## src/rtl/frame_read_scan_if.sv

```systemverilog
// Framebuffer read port and pixel-beat stream of the frame read scanner.
`timescale 1ns/1ps
interface frame_read_scan_if;
    logic [14:0] rd_addr;
    logic        rd_en;
    logic [2:0]  rd_data;
    logic [7:0]  out_x;
    logic [6:0]  out_y;
    logic [2:0]  out_colour;
    logic        out_valid;
    logic        out_ready;

    modport master (
        output rd_addr, rd_en,
        input  rd_data,
        output out_x, out_y, out_colour, out_valid,
        input  out_ready
    );

    modport slave (
        input  rd_addr, rd_en,
        output rd_data,
        input  out_x, out_y, out_colour, out_valid,
        output out_ready
    );
endinterface

```

## src/rtl/frame_read_scan.sv

```systemverilog
// Raster-order framebuffer reader: streams (x, y, colour) beats and counts
// non-background pixels of the sweep.
`timescale 1ns/1ps
module frame_read_scan #(
    parameter int         WIDTH     = 160,
    parameter int         HEIGHT    = 120,
    parameter logic [2:0] BG_COLOUR = 3'b000
) (
    input  logic              clk,
    input  logic              reset_n,
    input  logic              start,
    output logic              busy,
    output logic              done,
    output logic [14:0]       match_count,
    frame_read_scan_if.master bus
);
    localparam logic [7:0]  X_LAST = 8'(WIDTH - 1);
    localparam logic [6:0]  Y_LAST = 7'(HEIGHT - 1);
    localparam logic [14:0] PIXELS = 15'(WIDTH * HEIGHT);

    typedef enum logic [1:0] {IDLE, SCAN, DRAIN, FIN} state_t;

    typedef struct packed {
        logic [7:0] x;
        logic [6:0] y;
        logic [2:0] c;
    } beat_t;

    state_t      state, state_nxt;
    logic [7:0]  x_cnt;
    logic [6:0]  y_cnt;
    logic [14:0] addr_cnt;
    logic [7:0]  x_p1;
    logic [6:0]  y_p1;
    logic        vld_p1;
    beat_t       fifo [2];
    logic        wr_ptr, rd_ptr;
    logic [1:0]  entries;
    logic [1:0]  occ_after;
    beat_t       fresh, head;
    logic        from_fifo, pop, issue, last_issue;

    // The returning read bypasses the empty buffer so a beat is offered the
    // same cycle the RAM data arrives.
    always_comb begin
        fresh     = '{x: x_p1, y: y_p1, c: bus.rd_data};
        from_fifo = (entries != 2'd0);
        head      = from_fifo ? fifo[rd_ptr] : fresh;
        pop       = (from_fifo | vld_p1) & bus.out_ready;
        occ_after = entries + 2'(vld_p1) - 2'(pop);
        issue     = (state == SCAN) && (occ_after < 2'd2);
        last_issue = issue && (x_cnt == X_LAST) && (y_cnt == Y_LAST);
    end

    assign bus.rd_en      = issue;
    assign bus.rd_addr    = addr_cnt;
    assign bus.out_valid  = from_fifo | vld_p1;
    assign bus.out_x      = bus.out_valid ? head.x : '0;
    assign bus.out_y      = bus.out_valid ? head.y : '0;
    assign bus.out_colour = bus.out_valid ? head.c : '0;
    assign busy           = (state != IDLE);
    assign done           = (state == FIN);

    always_comb begin
        state_nxt = state;
        case (state)
            IDLE:  if (start) state_nxt = SCAN;
            SCAN:  if (last_issue) state_nxt = DRAIN;
            DRAIN: if (occ_after == 2'd0) state_nxt = FIN;
            FIN:   state_nxt = IDLE;
            default: state_nxt = IDLE;
        endcase
    end

    always_ff @(posedge clk) begin
        if (!reset_n) state <= IDLE;
        else          state <= state_nxt;
    end

    // Issue stage: running address alongside x/y, no multiplier.
    always_ff @(posedge clk) begin
        if (!reset_n || (state == IDLE && start)) begin
            x_cnt    <= '0;
            y_cnt    <= '0;
            addr_cnt <= '0;
        end else if (issue) begin
            addr_cnt <= addr_cnt + 15'd1;
            if (x_cnt == X_LAST) begin
                x_cnt <= '0;
                y_cnt <= y_cnt + 7'd1;
            end else begin
                x_cnt <= x_cnt + 8'd1;
            end
        end
    end

    // Stage p1: coordinates travel with the read and pair with rd_data.
    always_ff @(posedge clk) begin
        if (!reset_n) begin
            vld_p1 <= 1'b0;
            x_p1   <= '0;
            y_p1   <= '0;
        end else begin
            vld_p1 <= issue;
            if (issue) begin
                x_p1 <= x_cnt;
                y_p1 <= y_cnt;
            end
        end
    end

    // Output buffer: returning beat is stored unless it leaves via bypass.
    always_ff @(posedge clk) begin
        if (!reset_n) begin
            entries <= '0;
            wr_ptr  <= 1'b0;
            rd_ptr  <= 1'b0;
            fifo[0] <= '0;
            fifo[1] <= '0;
        end else begin
            entries <= occ_after;
            if (vld_p1 && !(pop && !from_fifo)) begin
                fifo[wr_ptr] <= fresh;
                wr_ptr       <= ~wr_ptr;
            end
            if (pop && from_fifo) rd_ptr <= ~rd_ptr;
        end
    end

    always_ff @(posedge clk) begin
        if (!reset_n || (state == IDLE && start)) begin
            match_count <= '0;
        end else if (pop && head.c != BG_COLOUR && match_count != PIXELS) begin
            match_count <= match_count + 15'd1;
        end
    end
endmodule

```

## src/flat_wrapper.sv

```systemverilog
// flat-port wrapper written by rule: the top's interface ports become plain ports
module frame_read_scan_flat 
#(
    parameter int         WIDTH     = 160,
    parameter int         HEIGHT    = 120,
    parameter logic [2:0] BG_COLOUR = 3'b000
)
  (clk, reset_n, start, busy, done, match_count, bus_rd_addr, bus_rd_en, bus_rd_data, bus_out_x, bus_out_y, bus_out_colour, bus_out_valid, bus_out_ready);
  frame_read_scan_if bus_i ();
  input  logic clk;
  input  logic reset_n;
  input  logic start;
  output logic busy;
  output logic done;
  output logic [14:0] match_count;
  output wire logic [$bits(bus_i.rd_addr)-1:0] bus_rd_addr;
  output wire logic [$bits(bus_i.rd_en)-1:0] bus_rd_en;
  input wire logic [$bits(bus_i.rd_data)-1:0] bus_rd_data;
  output wire logic [$bits(bus_i.out_x)-1:0] bus_out_x;
  output wire logic [$bits(bus_i.out_y)-1:0] bus_out_y;
  output wire logic [$bits(bus_i.out_colour)-1:0] bus_out_colour;
  output wire logic [$bits(bus_i.out_valid)-1:0] bus_out_valid;
  input wire logic [$bits(bus_i.out_ready)-1:0] bus_out_ready;
  assign bus_rd_addr = bus_i.rd_addr;
  assign bus_rd_en = bus_i.rd_en;
  assign bus_i.rd_data = bus_rd_data;
  assign bus_out_x = bus_i.out_x;
  assign bus_out_y = bus_i.out_y;
  assign bus_out_colour = bus_i.out_colour;
  assign bus_out_valid = bus_i.out_valid;
  assign bus_i.out_ready = bus_out_ready;
  frame_read_scan #(.WIDTH(WIDTH), .HEIGHT(HEIGHT), .BG_COLOUR(BG_COLOUR)) u_core (.clk(clk), .reset_n(reset_n), .start(start), .busy(busy), .done(done), .match_count(match_count), .bus(bus_i));
endmodule
```

## config.mk

```make
export PLATFORM = sky130hd
export DESIGN_NAME = frame_read_scan_flat
export DESIGN_NICKNAME = d
export VERILOG_FILES = /design/src/rtl/frame_read_scan_if.sv /design/src/rtl/frame_read_scan.sv /design/src/flat_wrapper.sv
export SDC_FILE = /design/constraint.sdc
export NUM_CORES = 1
export LEC_CHECK = 0
export BUFFER_PORTS_ARGS = -buffer_cell sky130_fd_sc_hd__buf_2
export CORE_MARGIN = 2
export CORE_UTILIZATION = 30
export DETAILED_ROUTE_END_ITERATION = 10
export PLACE_DENSITY = 0.5
export REMOVE_ABC_BUFFERS = 1
export SLEW_MARGIN = 25
export SYNTH_ARGS = -nofsm -noshare
export SYNTH_HDL_FRONTEND = slang
export SYNTH_SLANG_ARGS = --single-unit
```

## constraint.sdc

```tcl
create_clock -name clk -period 2.35 [get_ports clk]
set_input_delay 0 -clock clk [delete_from_list [all_inputs] [get_ports clk]]
set_output_delay 0 -clock clk [all_outputs]
set_load 0.005 [all_outputs]
```

==> results of run 1 <==
-- metal layers --
layer	vias up	part of all wire (%)	GRT usage [%]
met5	-	0	0
met4	0	2.2	6.13
met3	13	4.0	2.12
met2	68	45	20.5
met1	1690	49	17.4
li1	1880	-	-
-- cells by family (layout without fill, tap and decap cells) --
kind of cell             count (synthesis)  in the layout  synth area share, %
AO/OA/AOI/OAI                           68             68                 8.76
XOR/XNOR                                34             34                 6.18
adder cells (fa/ha/maj)                 11             11                 2.86
buffers and inverters                   37            107                 2.96
flip-flops                             104            104                 50.7
multiplexers                            23             23                 4.78
AND/OR/NAND/NOR                        223            223                 23.7
-- registers in the layout, indices dropped and copies added, names as in the netlist, named ones only --
signal / count
u_core.vld_p1: 1
u_core.wr_ptr: 1
u_core.y_p1: 7
u_core.match_count: 15
u_core.state: 2
u_core.x_p1: 8
u_core.y_cnt: 7
u_core.entries: 2
u_core.rd_ptr: 1
u_core.x_cnt: 8
u_core.bus.rd_addr: 15
u_core.fifo: 36
-- cell usage after synthesis (all sizes together) (16+ instances only) --
cell type / number
dfxtp: 68
nand2: 51
and2: 44
nor2: 42
edfxtp: 36
nand3: 30
o21ai: 27
mux2i: 23
xor2: 23
clkbuf: 21
nand4: 17
a21boi: 16
-- repair_timing --
item	4_1_cts	5_1_grt
hold buffers	3	0
gates resized for setup	0	1
hold endpoints to repair	6	0
endpoints found under the setup margin	0	3
-- power breakdown --
| group | leakage, nW | switching [W] | internal, W |
|---|---|---|---|
| logic | 1.12 | 0.000761 | 0.000498 |
| clock network | 0.132 | 0.000714 | 0.000729 |
| registers | 0.923 | 0.0000983 | 0.00198 |
| total | 2.18 | 0.00157 | 0.00320 |
-- cell type report --
type / instances / area (um2) / share of cell area, %
Clock buffer: 9 / 225 / 3.92
Clock inverter: 7 / 55.1 / 0.959
Inverter: 12 / 45.0 / 0.784
Multi-Input combinational cell: 359 / 2240 / 38.9
Sequential cell: 104 / 2440 / 42.5
Tap cell: 216 / 270 / 4.71
Timing Repair Buffer: 79 / 468 / 8.15
-- final timing paths --
check | from | to | slack (ns) | cells past startpoint
max | u_core.entries[0] | u_core.y_cnt[3] | 0.18 | 10
min | reset_n | u_core.x_p1[4] | 0.02 | 2
max reg2reg | u_core.entries[0] | u_core.y_cnt[3] | 0.18 | 10
min reg2reg | u_core.y_p1[1] | u_core.y_p1[1] | 0.48 | 2
-- through the flow --
step           TNS (ns)  total power (W)  instance area, um2  setup WS [ns]
2_1_floorplan    -56.71          0.00283                4720          -1.03
3_3_place_gp          0          0.00338                5430          0.200
3_5_place_dp          0          0.00340                5430          0.102
4_1_cts               0          0.00485                5740         0.0870
5_1_grt               0          0.00507                5740         0.0236
6_report              0          0.00478                5740          0.178
==> results.json, run 1 <==
{
  "status": "completed",
  "synth_top_area_cell": "dfxtp_1",
  "grt_pass1_wl_mm": 17.3,
  "drive_gt1_share_pct": 17.0,
  "synth-edff-count": 36,
  "first_pass_iters": 4,
  "layout_commonest_cell": "dfxtp_1",
  "coreArea_um2": 15800,
  "end_kind": "flop",
  "cts_root_buf": "clkbuf_16",
  "critical_path_arrival_ns": 2.47,
  "rsz0062_at_grt": "false",
  "die_area_um2": 17100,
  "crit_family": "simple AND/OR/NAND/NOR gates",
  "synth_cell_types": 39,
  "pin_count": 59,
  "vias": 3651,
  "die_w_um": 131,
  "clk_latency_ns": 0.35,
  "final_nets": 583,
  "io_buffers": 58,
  "startpoint_type": "flop",
  "power.density_nw_per_um2": 832,
  "clk_pin_slew_ns": 0.07,
  "crit_chain": "o21ai_1 > mux2i_1 > ha_1 > and2_1 > mux2i_2 > inv_2 > nand3_1 > buf_4 > or4_1 > nand2_1",
  "gp_congestion": 0.763,
  "antenna_left": 0,
  "period_needed_ns": 2.17,
  "syn_avg_cell_area_um2": 9.63,
  "slew_headroom_pct": 32.6,
  "hold_path.class": "input port to flop",
  "rows": 46,
  "cp_slowest_stage_delay_ns": 0.47,
  "skew_ns": 0.00546,
  "remaining_drc_errors": 0,
  "grt_overflow": 0,
  "crit_path_max_fanout": 9,
  "antenna_found_initial": 0,
  "layout_common_cells": "dfxtp_1 (68), buf_2 (58), nand2_1 (51)",
  "cts_setup_buffers": 0,
  "hold_viol_final": 0,
  "peakVddDrop_mv": 0.330,
  "cts_max_path_buffers": 2,
  "synth_warnings": 0,
  "async_reset_ff_share_pct": 0,
  "worstSetupPathType": "flop to flop",
  "holdWs_ns": 0.0175,
  "leakagePower_nw": 2.18,
  "required_ns": 2.65,
  "drv_cap": 0,
  "areaGrowthSynthToFinish_pct": 19.3,
  "wl_per_cell_um": 13.3,
  "yosysSeqAreaShare_pct": 50.7,
  "syn-cell-area_um2": 4810,
  "grt_max_degree": 37,
  "fin_crit_sh_pct": 92.4,
  "cts_tree": "yes",
  "grt_pass1_vias": 3454,
  "cts_sinks": 104,
  "totalWireLength_mm": 10.5,
  "cts_buffers": 9,
  "place_inst": 767,
  "finalMaxSlewViolations": 0,
  "start_util_pct": 30.5,
  "viasPerCell": 4.65,
  "place.detailed.hpwl_mm": 7.30,
  "setup_viol": 0,
  "ys_ff_latch": 104,
  "fp.dieH_um": 131,
  "cp_slowest_cell": "or4_1",
  "syn_inst": 500,
  "dr.first_iter.drc_count": 226,
  "synth.top_cell.area_share_pct": 28.3,
  "fmax_ghz": 0.460,
  "postLayoutCoreUtil_pct": 36.4,
  "htree_levels": 3,
  "fin_cells": 786,
  "synth.area.top_cells": "dfxtp_1 (28%), edfxtp_1 (22%), and2_1 (5.7%)",
  "antenna_cells": 0,
  "worstMarginPinSlew_ns": 1.01,
  "critPathBufInv": 2,
  "grt.total_usage_pct": 12.9,
  "synth-main-ff-cell": "dfxtp_1",
  "nFillCells": 1662
}
(Power assumes the default switching activity.)
==> run 2: changes to the inputs <==
--- a/config.mk
+++ b/config.mk
@@ -11,6 +11,7 @@
 export DETAILED_ROUTE_END_ITERATION = 10
 export PLACE_DENSITY = 0.5
 export REMOVE_ABC_BUFFERS = 1
+export SETUP_SLACK_MARGIN = 0.2
 export SLEW_MARGIN = 25
 export SYNTH_ARGS = -nofsm -noshare
 export SYNTH_HDL_FRONTEND = slang
==> run 2 against run 1 <==
Compared with the run above: register-to-register slack improved by 0.11 ns; fmax rose by 5.4%; global-route usage did not move; core utilization rose by 0.17 points; setup slack improved by 0.11 ns; clock power barely moved; critical path type unchanged; critical endpoint is now u_core.bus.rd_addr[12]; largest cell class unchanged.
==> results.json, run 2 (synthesis gave the netlist of run 1 again) <==
{
  "status": "completed",
  "slew_headroom_pct": 60.0,
  "die_w_um": 131,
  "place_inst": 767,
  "final_area_um2": 5770,
  "io_buffers": 58,
  "worstMarginPinSlew_ns": 0.599,
  "rows": 46,
  "cts_sinks": 104,
  "pin_count": 59,
  "placed_cell_area_um2": 5430,
  "pre_cts_ws_ns": 0.102,
  "largest_register_ffs": 36,
  "drive_gt1_share_pct": 18.4,
  "antenna_cells": 0,
  "fp.dieH_um": 131,
  "peakVddDrop_mv": 0.330,
  "areaGrowthSynthToFinish_pct": 19.8,
  "cts_setup_buffers": 0,
  "critical_path_arrival_ns": 2.35,
  "grt_pass1_vias": 3454,
  "grt_pass1_wl_mm": 17.3,
  "fin_cells": 786,
  "place.detailed.hpwl_mm": 7.30,
  "drv_cap": 0,
  "finalMaxSlewViolations": 0,
  "die_area_um2": 17100,
  "fin_crit_sh_pct": 87.7,
  "hold_viol_final": 0,
  "clk_pin_slew_ns": 0.07,
  "cp_slowest_cell": "dfxtp_2",
  "leakagePower_nw": 2.18,
  "first_pass_iters": 4,
  "wl_per_cell_um": 13.3,
  "antenna_left": 0,
  "startpoint_type": "flop",
  "totalWireLength_mm": 10.5,
  "crit_chain": "mux2i_1 > ha_1 > and2_1 > mux2i_2 > inv_2 > buf_12 > nand4_1 > or3_1 > a21oi_1",
  "cts_tree": "yes",
  "power.density_nw_per_um2": 832,
  "layout_common_cells": "dfxtp_1 (66), buf_2 (58), nand2_1 (51)",
  "rsz0062_at_grt": "true",
  "clk_latency_ns": 0.35,
  "dr.first_iter.drc_count": 228,
  "remaining_drc_errors": 0,
  "cts_buffers": 9,
  "layout_commonest_cell": "dfxtp_1",
  "coreArea_um2": 15800,
  "gp_congestion": 0.763,
  "end_kind": "flop",
  "start_util_pct": 30.5,
  "final_nets": 583,
  "fmax_ghz": 0.485,
  "grt_max_degree": 37,
  "setup_viol": 0,
  "skew_ns": 0.00591,
  "antenna_found_initial": 0,
  "worstSetupPathType": "flop to flop",
  "viasPerCell": 4.61,
  "htree_levels": 3,
  "holdWs_ns": 0.0168,
  "largest-register": "u_core.fifo",
  "cts_root_buf": "clkbuf_16",
  "fin_ws_ns": 0.290,
  "grt.total_usage_pct": 12.9,
  "cts_max_path_buffers": 2,
  "grt_overflow": 0,
  "vias": 3626,
  "crit_path_max_fanout": 36,
  "hold_path.class": "input port to flop",
  "required_ns": 2.64,
  "cp_slowest_stage_delay_ns": 0.40,
  "period_needed_ns": 2.06
}
## run 2: power by group
| part | internal [W] | switching [W] |
|---|---|---|
| Clock | 0.000728 | 0.000710 |
| Sequential | 0.00198 | 0.000102 |
| Combinational | 0.000507 | 0.000773 |
## run 2: layer usage
metal	vias to the layer above	wire, um	track usage (%)	share of wire (%)
li1	1879	-	-	-
met1	1679	5150	17.4	49
met2	55	4770	20.5	45
met3	13	336	2.12	3.2
met4	0	227	6.13	2.2
met5	-	0	0	0
## run 2: final timing paths
kind                            end           start  slack (ns)  cells past startpoint
min reg2reg          u_core.y_p1[1]  u_core.y_p1[1]        0.48                      2
max reg2reg  u_core.bus.rd_addr[12]   u_core.vld_p1        0.29                      9
min                  u_core.x_p1[4]         reset_n        0.02                      2
max          u_core.bus.rd_addr[12]   u_core.vld_p1        0.29                      9
## run 2: area by class of cell
type | count | area [um2]
repair buffers | 79 | 468
clock inverters | 7 | 55.1
flip-flops and latches | 104 | 2440
well taps | 216 | 270
fillers | 1658 | 10000
multi-input cells | 359 | 2260
clock buffers | 9 | 225
inverters | 12 | 45.0
## run 2: critical path: cells and delay by family (launching register included)
kind                       cells  cell delay (ns)
AOI/OAI and AO/OA              1             0.13
muxes                          2             0.28
buffers and inverters          2             0.29
and+or+nand+nor                3             0.65
DFF                            1             0.40
adders and majority gates      1             0.22
## run 2: what timing repair did
action                                  in CTS  in global routing
hold buffers                                 3                  0
gates resized for setup                      3                  6
endpoints found under the setup margin       5                 31
endpoints found under the hold margin        6                  0
## run 2: metrics by stage
stage	utilization, %	total power (W)	TNS [ns]
floorplan	-	0.00283	-56.71
global placement	34.4	0.00338	0
detailed placement	34.4	0.00340	0
CTS	36.4	0.00485	0
global route	36.6	0.00510	0
finish	36.6	0.00480	0
==> run 3: changes to the inputs <==
--- a/config.mk
+++ b/config.mk
@@ -9,7 +9,7 @@
 export CORE_MARGIN = 2
 export CORE_UTILIZATION = 30
 export DETAILED_ROUTE_END_ITERATION = 10
-export PLACE_DENSITY = 0.5
+export PLACE_DENSITY = 0.49
 export REMOVE_ABC_BUFFERS = 1
 export SETUP_SLACK_MARGIN = 0.2
 export SLEW_MARGIN = 25
==> constraint.sdc (replaced) <==
create_clock -name clk -period 2 [get_ports clk]
set_input_delay 0 -clock clk [delete_from_list [all_inputs] [get_ports clk]]
set_output_delay 0 -clock clk [all_outputs]
set_load 0.005 [all_outputs]
==> run 3 against run 2 <==
Compared with the run above: the flow now finishes with violations (setup timing); die area unchanged; clock-buffer cell count is the same; clock skew is 0.0030 ns higher; hold slack got worse by 0.0024 ns; first-iteration DRC count down 16%; global-route usage rose by 0.69 points; critical path depth up 1; non-clock buffer count increased by 31; via count is 5.1% higher; final area grew 11%; critical endpoint is now u_core.y_cnt[3].
==> results.json, run 3 (synthesis gave the netlist of run 1 again) <==
{
  "drv_cap": 0,
  "vias": 3812,
  "fmax_ghz": 0.500,
  "layout_commonest_cell": "dfxtp_1",
  "cts_max_path_buffers": 2,
  "cts_buffers": 9,
  "multi_input_area_um2": 2480,
  "power.density_nw_per_um2": 1030,
  "fp.dieH_um": 131,
  "dr.first_iter.drc_count": 192,
  "reg2reg_slack_ns": -0.002,
  "clk_latency_ns": 0.36,
  "seqCellArea_um2": 2450,
  "grt.total_usage_pct": 13.6,
  "largest_register_ffs": 36,
  "skew_ns": 0.00893,
  "antenna_cells": 0,
  "antenna_left": 0,
  "pin_count": 59,
  "place.detailed.hpwl_mm": 7.29,
  "holdWs_ns": 0.0144,
  "clk_pin_slew_ns": 0.07,
  "grt_overflow": 0,
  "cts_root_buf": "clkbuf_16",
  "die_area_um2": 17100,
  "htree_levels": 3,
  "leakagePower_nw": 2.42,
  "remaining_drc_errors": 0,
  "finalMaxSlewViolations": 0,
  "pre_cts_ws_ns": -0.163,
  "rsz0062_at_grt": "true",
  "cts_tree": "yes",
  "layout_common_cells": "dfxtp_1 (64), buf_2 (57), and2_1 (42)",
  "io_buffers": 58,
  "gp_congestion": 0.832,
  "required_ns": 2.30,
  "coreArea_um2": 15800,
  "peakVddDrop_mv": 0.417,
  "crit_path_max_fanout": 5,
  "antenna_found_initial": 0,
  "worstMarginPinSlew_ns": 0.473,
  "nFillCells": 1592,
  "grt_pass1_wl_mm": 18.2,
  "grt_max_degree": 40,
  "die_w_um": 131,
  "hold_viol_final": 0,
  "setup_viol": 1,
  "rows": 46,
  "hold_path.class": "input port to flop",
  "grt_pass1_vias": 3611,
  "largest-register": "u_core.fifo",
  "worstSetupPathType": "flop to flop",
  "design_power_total_w": 0.00662,
  "slew_headroom_pct": 68.2,
  "fin_crit_sh_pct": 100,
  "period_needed_ns": 2.00,
  "cts_sinks": 104,
  "start_util_pct": 30.5,
  "viasPerCell": 4.67,
  "areaGrowthSynthToFinish_pct": 33.0,
  "end_kind": "flop",
  "first_pass_iters": 4,
  "critical_path_arrival_ns": 2.30,
  "status": "finished, violations left",
  "totalWireLength_mm": 11.5,
  "drive_gt1_share_pct": 29.6,
  "wl_per_cell_um": 14.1,
  "final_nets": 614,
  "fin_ws_ns": -0.00197,
  "violations": "setup timing",
  "startpoint_type": "flop"
}
-- run 3: metrics by stage --
step / std cells / util [%] / setup TNS [ns] / area (um2)
global placement: 778 / 35.0 / -0.201 / 5530
detailed placement: 778 / 35.0 / -1.41 / 5530
floorplan: 475 / - / -104.33 / 4720
CTS: 808 / 38.5 / 0 / 6080
finish: 817 / 40.6 / -0.00197 / 6400
global route: 817 / 40.6 / -0.735 / 6400
-- run 3: worst max-delay path, stage by stage (launching register included) --
cell,delay [ns]
dfxtp_4,0.37
o21ai_2,0.07
mux2i_1,0.14
ha_2,0.24
and2_4,0.16
mux2i_4,0.06
inv_2,0.10
nand3_4,0.10
buf_4,0.17
or4_1,0.47
nand2_1,0.08
-- run 3: worst paths after layout --
check                          to         startpoint  cells past startpoint
setup / recovery  u_core.y_cnt[3]  u_core.entries[0]                     10
hold / removal     u_core.x_p1[3]            reset_n                      2
setup reg to reg  u_core.y_cnt[3]  u_core.entries[0]                     10
hold reg to reg    u_core.x_p1[2]     u_core.x_p1[2]                      2
-- run 3: cell type report --
type	instances	share of cell area, %
timing repair buffer	110	13.5
clock inverter	7	0.977
inverter	12	0.704
multi-input combinational	359	38.8
tap	216	4.22
sequential	104	38.3
clock buffer	9	3.52
-- run 3: timing repair --
action | 4_1_cts | 5_1_grt
hold buffers | 3 | 0
buffers inserted | 10 | 6
pin swaps | 26 | 5
gates cloned | 1 | 3
hold endpoints to repair | 6 | 0
gates resized for setup | 45 | 62
endpoints found under the setup margin | 95 | 127
-- run 3: power by group --
| part | internal (W) | switching (W) | total (W) |
|---|---|---|---|
| clock | 0.000874 | 0.000852 | 0.00173 |
| combinational | 0.00121 | 0.00124 | 0.00245 |
| sequential | 0.00233 | 0.000118 | 0.00245 |
-- run 3: layer usage --
layer,track usage (%),share of wire (%),wire length [um],vias to the layer above
met2,21.4,47,5450,76
met4,5.19,1.4,165,0
li1,-,-,-,1941
met5,0,0,0,-
met3,3.14,3.6,420,9
met1,18.3,48,5490,1786
